<file path="config.mk">
export PLATFORM = sky130hd
export DESIGN_NAME = seq_divider16
export DESIGN_NICKNAME = d
export VERILOG_FILES = /design/src/rtl/div_pkg.sv /design/src/rtl/div_step.sv /design/src/rtl/seq_divider16.sv
export SDC_FILE = /design/constraint.sdc
export NUM_CORES = 1
export LEC_CHECK = 0
export BUFFER_PORTS_ARGS = -buffer_cell sky130_fd_sc_hd__buf_2
export CORE_MARGIN = 4
export CORE_UTILIZATION = 40
export DETAILED_ROUTE_END_ITERATION = 16
export GPL_ROUTABILITY_DRIVEN = 0
export PLACE_DENSITY = 0.65
export SLEW_MARGIN = 30
export SYNTH_ARGS = -nofsm -noshare
export SYNTH_HDL_FRONTEND = slang
export SYNTH_SLANG_ARGS = --single-unit
</file>
<file path="constraint.sdc">
create_clock -name clk -period 7.1 [get_ports clk]
set_input_delay 1.42 -clock clk [delete_from_list [all_inputs] [get_ports clk]]
set_output_delay 1.42 -clock clk [all_outputs]
set_load 0.01 [all_outputs]
</file>
<file path="src/rtl/div_pkg.sv">
`default_nettype none
// ==========================================================================
// Module : div_pkg
// Brief  : Shared width, counter sizing and FSM encoding for the divide path.
// Rev    : 1.0  initial release
// ==========================================================================
package div_pkg;

  localparam int DIV_WIDTH = 16;
  localparam int DIV_CNT_W = $clog2(DIV_WIDTH);

  typedef enum logic [1:0] {
    IDLE = 2'd0,
    RUN  = 2'd1,
    DONE = 2'd2
  } div_state_t;

endpackage
`default_nettype wire

</file>
<file path="src/rtl/div_step.sv">
`default_nettype none
// ==========================================================================
// Module : div_step
// Brief  : One restoring-division step built from a ripple of subtractor cells.
// Rev    : 1.0  initial release
// ==========================================================================
module div_step
  import div_pkg::*;
#(
  parameter int WIDTH = DIV_WIDTH
) (
  input  logic [WIDTH-1:0] partial_rem,
  input  logic             next_bit,
  input  logic [WIDTH-1:0] divisor,
  output logic [WIDTH-1:0] next_rem,
  output logic             q_bit
);

  logic [WIDTH:0] w_minuend;
  logic [WIDTH:0] w_subtrahend;
  logic [WIDTH:0] w_diff;
  logic [WIDTH:1] w_borrow;

  assign w_minuend    = {partial_rem, next_bit};
  assign w_subtrahend = {1'b0, divisor};

  for (genvar i = 0; i <= WIDTH; i++) begin : g_cell
    if (i == 0) begin : g_half
      assign w_diff[i]       = w_minuend[i] ^ w_subtrahend[i];
      assign w_borrow[i + 1] = ~w_minuend[i] & w_subtrahend[i];
    end else if (i == WIDTH) begin : g_msb
      // Sign of the trial difference; no borrow-out is needed past this cell.
      assign w_diff[i] = w_minuend[i] ^ w_subtrahend[i] ^ w_borrow[i];
    end else begin : g_full
      assign w_diff[i]       = w_minuend[i] ^ w_subtrahend[i] ^ w_borrow[i];
      assign w_borrow[i + 1] = (~w_minuend[i] & w_subtrahend[i]) |
                               (~(w_minuend[i] ^ w_subtrahend[i]) & w_borrow[i]);
    end
  end

  assign q_bit = ~w_diff[WIDTH];

  // Either choice is below the divisor, so the top bit is always zero.
  assign next_rem = q_bit ? w_diff[WIDTH-1:0] : w_minuend[WIDTH-1:0];

endmodule
`default_nettype wire

</file>
<file path="src/rtl/seq_divider16.sv">
`default_nettype none
// ==========================================================================
// Module : seq_divider16
// Brief  : Iterative restoring unsigned divider, one quotient bit per clock.
// Rev    : 1.0  initial release
// ==========================================================================
module seq_divider16
  import div_pkg::*;
#(
  parameter int WIDTH = DIV_WIDTH
) (
  input  logic             clk,
  input  logic             rst_n,
  input  logic             start,
  input  logic [WIDTH-1:0] dividend,
  input  logic [WIDTH-1:0] divisor,
  output logic             busy,
  output logic             done,
  output logic [WIDTH-1:0] quotient,
  output logic [WIDTH-1:0] remainder,
  output logic             div_by_zero
);

  localparam int               CNT_W  = $clog2(WIDTH);
  localparam logic [CNT_W-1:0] C_LAST = CNT_W'(WIDTH - 1);

  div_state_t       r_state;
  div_state_t       w_state_nxt;
  logic [CNT_W-1:0] r_count;
  logic [WIDTH-1:0] r_dq;
  logic [WIDTH-1:0] r_rem;
  logic [WIDTH-1:0] r_divisor;
  logic [WIDTH-1:0] r_quotient;
  logic [WIDTH-1:0] r_remainder;
  logic             r_div_by_zero;
  logic             r_busy;
  logic             r_done;

  logic             w_accept;
  logic             w_last;
  logic             w_zero_div;
  logic             w_q_bit;
  logic [WIDTH-1:0] w_next_rem;
  logic [WIDTH-1:0] w_next_dq;

  assign w_zero_div = (divisor == '0);

  div_step #(
    .WIDTH (WIDTH)
  ) u_step (
    .partial_rem (r_rem),
    .next_bit    (r_dq[WIDTH-1]),
    .divisor     (r_divisor),
    .next_rem    (w_next_rem),
    .q_bit       (w_q_bit)
  );

  // Dividend bits leave at the top while quotient bits enter at the bottom.
  assign w_next_dq = {r_dq[WIDTH-2:0], w_q_bit};

  always_ff @(posedge clk or negedge rst_n) begin
    if (!rst_n) begin
      r_state <= IDLE;
    end else begin
      r_state <= w_state_nxt;
    end
  end

  always_comb begin
    w_state_nxt = r_state;
    w_accept    = 1'b0;
    w_last      = 1'b0;
    case (r_state)
      IDLE: begin
        if (start) begin
          w_accept    = 1'b1;
          w_state_nxt = w_zero_div ? DONE : RUN;
        end
      end
      RUN: begin
        if (r_count == C_LAST) begin
          w_last      = 1'b1;
          w_state_nxt = DONE;
        end
      end
      DONE: begin
        w_state_nxt = IDLE;
        if (start) begin
          w_accept    = 1'b1;
          w_state_nxt = w_zero_div ? DONE : RUN;
        end
      end
      default: w_state_nxt = IDLE;
    endcase
  end

  always_ff @(posedge clk or negedge rst_n) begin
    if (!rst_n) begin
      r_count       <= '0;
      r_dq          <= '0;
      r_rem         <= '0;
      r_divisor     <= '0;
      r_quotient    <= '0;
      r_remainder   <= '0;
      r_div_by_zero <= 1'b0;
      r_busy        <= 1'b0;
      r_done        <= 1'b0;
    end else begin
      r_busy <= (w_state_nxt == RUN);
      r_done <= (w_state_nxt == DONE);
      if (w_accept) begin
        r_count   <= '0;
        r_rem     <= '0;
        r_dq      <= dividend;
        r_divisor <= divisor;
        if (w_zero_div) begin
          r_quotient    <= '1;
          r_remainder   <= dividend;
          r_div_by_zero <= 1'b1;
        end else begin
          r_div_by_zero <= 1'b0;
        end
      end else if (r_state == RUN) begin
        r_count <= r_count + 1'b1;
        r_rem   <= w_next_rem;
        r_dq    <= w_next_dq;
        if (w_last) begin
          r_quotient  <= w_next_dq;
          r_remainder <= w_next_rem;
        end
      end
    end
  end

  assign busy        = r_busy;
  assign done        = r_done;
  assign quotient    = r_quotient;
  assign remainder   = r_remainder;
  assign div_by_zero = r_div_by_zero;

endmodule
`default_nettype wire

</file>
# Word level (Yosys, flattened, before mapping)

Cells that the tools add are included.

Equal/unequal tests: 6
Muxes and demuxes: 25
Add/sub/neg operators: 1
Reduce and logical (&&, ||, !) cells: 6
Bitwise gates (word level): 110

Operator list:

| kind                | number |
|---|---|
| $mux 16             | 13 |
| $not 1->1           | 32 |
| $xor 1x1->1         | 32 |
| $and 1x1->1         | 31 |
| $logic_not 16->1    | 1 |
| $or 1x1->1          | 15 |
| $mux 2              | 4 |
| $mux 4              | 2 |
| $pmux 2 s3          | 1 |
| $mux 1              | 5 |
| $add 4x1->4 const B | 1 |
| $eq 2x1->1 const B  | 2 |
| $eq 2x2->1 const B  | 2 |
| $eq 4x4->1 const B  | 1 |
| $reduce_bool 2->1   | 2 |
| $reduce_and 3->1    | 1 |
| $logic_not 2->1     | 1 |
| $ne 2x1->1 const B  | 1 |
| $reduce_or 2->1     | 1 |

Word-level logic and storage cells: 158
Input bits: 35
Bits in registers: 89
Output and inout bits: 35

# Longest topological paths before layout

Word-level depth: 37
Depth in mapped cells: 24
Mapped depth without buffers: 23

# Hierarchy

Synthesis repeated with hierarchy kept, for this count alone.

Cell total of the unflattened synthesis: 387
Area, all modules: 4180.3 µm²

Modules (own cells, without submodules):

| module        | area an instance (µm²) | instances | sequential area each (µm²) | cells an instance |
|---|---|---|---|---|
| seq_divider16 | 3608.5                 | 1         | 2227.1                     | 337 |
| div_step      | 571.8                  | 1         | 0.0                        | 50 |

# Worst setup path before layout

No wires, ideal clock.

Path type: register -> register
From: reg r_divisor[0]
To: reg r_remainder[12] (netlist: remainder[12])
Path buffers: 0
Stages on the path, launching flop included: 23
Period minus slack after synthesis: 7314 ps
Library setup time: 64 ps
Slack: -214 ps
Required time: 7036 ps
Arrival time: 7250 ps
Path through: dfrtp_1 ha_1 inv_1 fa_1 inv_1 fa_1 fa_1 fa_1 fa_1 fa_1 fa_1 fa_1 fa_1 fa_1 fa_1 fa_1 fa_1 fa_1 fa_1 xor2_2 mux2_2 a21oi_1 mux2_4

Cells in the longest elaborated chain, start to end: 36
Elaborated cells on any way between the ends: 37
Those cells by class: 4 x mux; 33 x bitwise

RTL lines:

| what                   | line                 | RTL |
|---|---|---|
| start, declared        | seq_divider16.sv:32  | `logic [WIDTH-1:0] r_divisor;` |
| start signal, assigned | seq_divider16.sv:115 | `r_divisor <= divisor;` |
| $and 1x1->1 *          | div_step.sv:30       | `assign w_borrow[i + 1] = ~w_minuend[i] & w_subtrahend[i];` |
| $and 1x1->1 *          | div_step.sv:37       | `(~(w_minuend[i] ^ w_subtrahend[i]) & w_borrow[i]);` |
| $or 1x1->1 *           | div_step.sv:36       | `assign w_borrow[i + 1] = (~w_minuend[i] & w_subtrahend[i]) \|` |
| $and 1x1->1 *          | div_step.sv:37       |  |
| $or 1x1->1 *           | div_step.sv:36       |  |
| $and 1x1->1 *          | div_step.sv:37       |  |
| $or 1x1->1 *           | div_step.sv:36       |  |
| $and 1x1->1 *          | div_step.sv:37       |  |
| [20 not listed]        | --                   |  |
| $or 1x1->1             | div_step.sv:36       |  |
| $and 1x1->1            | div_step.sv:37       |  |
| $or 1x1->1             | div_step.sv:36       |  |
| $xor 1x1->1            | div_step.sv:33       | `assign w_diff[i] = w_minuend[i] ^ w_subtrahend[i] ^ w_borrow[i];` |
| $mux 16 *              | div_step.sv:44       | `assign next_rem = q_bit ? w_diff[WIDTH-1:0] : w_minuend[WIDTH-1:0];` |
| $mux 16 *              | seq_divider16.sv:127 | `if (w_last) begin` |
| $mux 16 *              | seq_divider16.sv:123 | `end else if (r_state == RUN) begin` |
| $mux 16 *              | seq_divider16.sv:111 | `if (w_accept) begin` |
| end signal, assigned   | seq_divider16.sv:118 | `r_remainder <= dividend;` |
| end signal, assigned   | seq_divider16.sv:129 | `r_remainder <= w_next_rem;` |
| end, declared          | seq_divider16.sv:34  | `logic [WIDTH-1:0] r_remainder;` |

Every way passes the cells marked *; elsewhere a longest branch is shown, timed or not. The select of a mux whose other input is x is not followed.
A chain may end at the register's enable or synchronous reset.

# Worst setup path after layout

From: reg r_divisor[0]
To: reg r_remainder[13] (netlist: remainder[13])

Cells in the longest elaborated chain, start to end: 36
Elaborated cells on any way between the ends: 37
Those cells by class: 4 x mux; 33 x bitwise

RTL lines:

| what            | line |
|---|---|
| $and 1x1->1 *   | div_step.sv:30 |
| $and 1x1->1 *   | div_step.sv:37 |
| $or 1x1->1 *    | div_step.sv:36 |
| $and 1x1->1 *   | div_step.sv:37 |
| $or 1x1->1 *    | div_step.sv:36 |
| $and 1x1->1 *   | div_step.sv:37 |
| $or 1x1->1 *    | div_step.sv:36 |
| $and 1x1->1 *   | div_step.sv:37 |
| [20 not listed] | -- |
| $or 1x1->1      | div_step.sv:36 |
| $and 1x1->1     | div_step.sv:37 |
| $or 1x1->1      | div_step.sv:36 |
| $xor 1x1->1     | div_step.sv:33 |
| $mux 16 *       | div_step.sv:44 |
| $mux 16 *       | seq_divider16.sv:127 |
| $mux 16 *       | seq_divider16.sv:123 |
| $mux 16 *       | seq_divider16.sv:111 |

Marks and branches as above.

==> impl_metrics.yaml <==
clock_tree:
  cts_tree: "built"
  cts_sinks: 89
  hold_buffers: 0
  cts_root_buf: "clkbuf_8"
  clk_latency_ps: 360
  clkTransAtPathRegs_ps: 100
  cts_made_buffers: 9
  cts_buffer_depth: 2
  h-tree-depth: 3
floorplanning:
  ioPinCount: 70
  core.rowCount: 37
  die_h_um: 111
  start_util_pct: 41.1
  die_area_um2: 12300
  dieWidth_um: 111
  core-area_um2: 10300
hold_path:
  whs_path_depth: 1
  hold_start: "div_by_zero$_DFFE_PN0P_"
  holdPathEnd: "div_by_zero$_DFFE_PN0P_"
  worstHoldPathType: "reg -> reg"
critical_path:
  r2r-start: "r_divisor[0]$_DFFE_PN0P_"
  crit_required_ps: 7410
  crit_fanout: 5
  r2r-end: "remainder[13]$_DFFE_PN0P_"
  start_kind: "register"
  cp.arrival_ps: 7220
  reg2reg_depth: 23
  path_class: "reg -> reg"
  cp-end-kind: "register"
  r2r_setup_slack_ps: 190
sta:
  timing.hold.ws_ps: 485
  slew_viol_final: 0
  fmax_mhz: 145
  relSlewSlack_pct: 49.2
  fin_skew_ps: 13.6
  fin_crit_ps: 6910
  period_share_pct: 97.3
  setup_viol: 0
  rsz0062_at_grt: "true"
  worst_slew_pin_slew_ps: 761
  finalHoldViolations: 0
yosys:
  yosys.area_share.simple_pct: 15.7
  yosysTopAreaCell: "dfrtp_1"
  ys_ff_latch: 89
  synth_warnings: 0
  synth_xor_area_share_pct: 0.767
  syn-cell-area_um2: 4240
  ys_top_cells_by_area: "dfrtp_1 52%, nand2_1 8.0%, fa_1 7.1%"
  synth.net_count: 453
  synthArstFlopShare_pct: 100
  ys_types: 38
  synth_top_family_by_area: "simple AND/OR/NAND/NOR gates"
  synth_edf_count: 0
  synthFlopType: "dfrtp_1"
  syn_inst: 401
  synth-compound-area-share_pct: 11.6
  ys_seq_area_share_pct: 52.5
  yosys-mux-area-fraction_pct: 7.46
  synth.avg_cell_area_um2: 10.6
  yosys.area.top_type_share_pct: 52.5
  synth_fa_ha_area_share_pct: 7.67
detailed_routing:
  routed_wirelength_um: 9710
  drt-vias-per-instance: 5.12
  drt_iter0_drc: 138
  drc: 0
  ant_nets: 0
  first_pass_iters: 5
  routedWlPerCell_um: 15.9
  vias: 3126
global_routing:
  grt_max_degree: 62
  grt_first_pass_wirelength_um: 16600
  grtUsageMet1_pct: 24.4
  grt_busiest_layer: "met2"
  grt_use_total_pct: 16.6
  met3_usage_pct: 3.60
  met2_usage_pct: 24.6
  antenna_found_initial: 0
  overflow: 0
  grt_pass1_vias: 3170
layout:
  diodes: 0
  design_area_um2: 5090
  layout.nets: 522
  area_growth_pct: 19.8
  drive_gt1_share_pct: 31.6
run_status:
  status: "finished clean"
place:
  placed_cell_area_um2: 4820
  dp.final_hpwl_um: 7030
  port_buffers: 69
power:
  vdd_ir_drop_max_v: 0.000225
  power_leakage_nw: 2.38
  powerDensity_nw_per_um2: 578
flow_run:
  drv_cap: 0
## cells in the final DEF (no fill, tap or decap), drive strengths merged, types with 9 or more instances in the layout
master and count:
clkbuf 10, nand3 9, dfrtp 89, nand2 91, fa 15, o22a 15, nor2 25, mux2 24
a22oi 9, buf 81, a21oi 17, inv 22
## report_power, final
group	switching, mW	total (mW)	leakage, nW	internal [mW]
Sequential	0.187	0.946	1.07	0.759
Clock	0.189	0.321	0.0839	0.132
Combinational	0.796	1.67	1.23	0.877
Total	1.17	2.94	2.38	1.77
## repair_timing
item | CTS | global route
buffers inserted | 0 | 2
setup endpoints to repair | 31 | 31
gates resized for setup | 6 | 15
hold endpoints to repair | 0 | 0
pin swaps | 1 | 2
## state kept, by name, summed over array words and instances, names as in the netlist
signal,cells
done,1
r_dq,16
r_count,4
busy,1
r_divisor,16
r_state,2
remainder,16
quotient,16
r_rem,16
div_by_zero,1
## stage by stage
step / instances / power (mW) / util, % / setup TNS, ps / setup WS (ps)
after global placement: 593 / 2.46 / 46.6 / -1600 / -217
after detailed placement: 593 / 2.51 / 46.6 / -4710 / -318
after floorplan: 401 / 2.03 / - / 0 / 30.9
after global routing: 611 / 3.20 / 49.3 / -41.9 / -11.5
after CTS: 609 / 2.86 / 48.6 / 0 / 11.6
final: 611 / 2.94 / 49.3 / 0 / 194
## critical path, stage by stage, from the launching register on
cell	delay [ps]
dfrtp_1	390
ha_1	190
inv_1	60
fa_1	160
inv_1	50
fa_2	340
fa_2	350
fa_2	350
fa_2	350
fa_2	350
fa_2	340
fa_2	350
fa_2	350
fa_2	350
fa_2	350
fa_2	350
fa_2	350
fa_2	350
fa_2	470
xor2_4	200
buf_6	160
mux2_4	330
a21oi_4	170
mux2_4	150
## cell usage after synthesis (3+ instances only)
master / count
inv_1: 19
o21ai_0: 7
nor4_1: 5
mux2_2: 16
o22a_1: 15
nand2_1: 91
nand2b_1: 3
dfrtp_1: 89
clkbuf_1: 14
buf_2: 4
o31ai_1: 7
mux2_4: 7
fa_1: 15
nor2_1: 25
a211oi_1: 8
a22oi_1: 9
or3_1: 7
a22o_1: 3
a21oi_1: 17
and2_1: 7
nand3_1: 9
## how the worst max path moves through the flow
stage	from	to	slack, ps	depth (start not counted)
after floorplan	r_divisor[0]$_DFFE_PN0P_	remainder[1]$_DFFE_PN0P_	30	22
after global placement	r_divisor[0]$_DFFE_PN0P_	remainder[13]$_DFFE_PN0P_	-220	23
after detailed placement	r_divisor[0]$_DFFE_PN0P_	remainder[13]$_DFFE_PN0P_	-320	23
after CTS	r_divisor[0]$_DFFE_PN0P_	remainder[13]$_DFFE_PN0P_	10	23
after global routing	r_divisor[0]$_DFFE_PN0P_	remainder[0]$_DFFE_PN0P_	-10	23
final	r_divisor[0]$_DFFE_PN0P_	remainder[13]$_DFFE_PN0P_	190	23
## metal layers
layer	vias up	share of wire [%]
li1	1493	-
met1	1537	47
met2	90	46
met3	6	6.0
met4	0	0.77
met5	-	0
## area by class of cell
type / instances / area [um2]
well taps: 136 / 170
repair buffers: 81 / 458
inverters: 19 / 71.3
clock buffers: 10 / 128
flip-flops and latches: 89 / 2230
multi-input cells: 270 / 1980
clock inverters: 6 / 50.0
fillers: 957 / 5240
## kinds of logic after synthesis
| family | Yosys count |
|---|---|
| XOR/XNOR | 2 |
| multiplexers | 26 |
| buffers and inverters | 42 |
| adder cells (fa/ha/maj) | 17 |
| AND/OR/NAND/NOR | 155 |
| AO/OA/AOI/OAI | 70 |
| flip-flops | 89 |
Note: power is estimated with default switching activity, not from simulation.
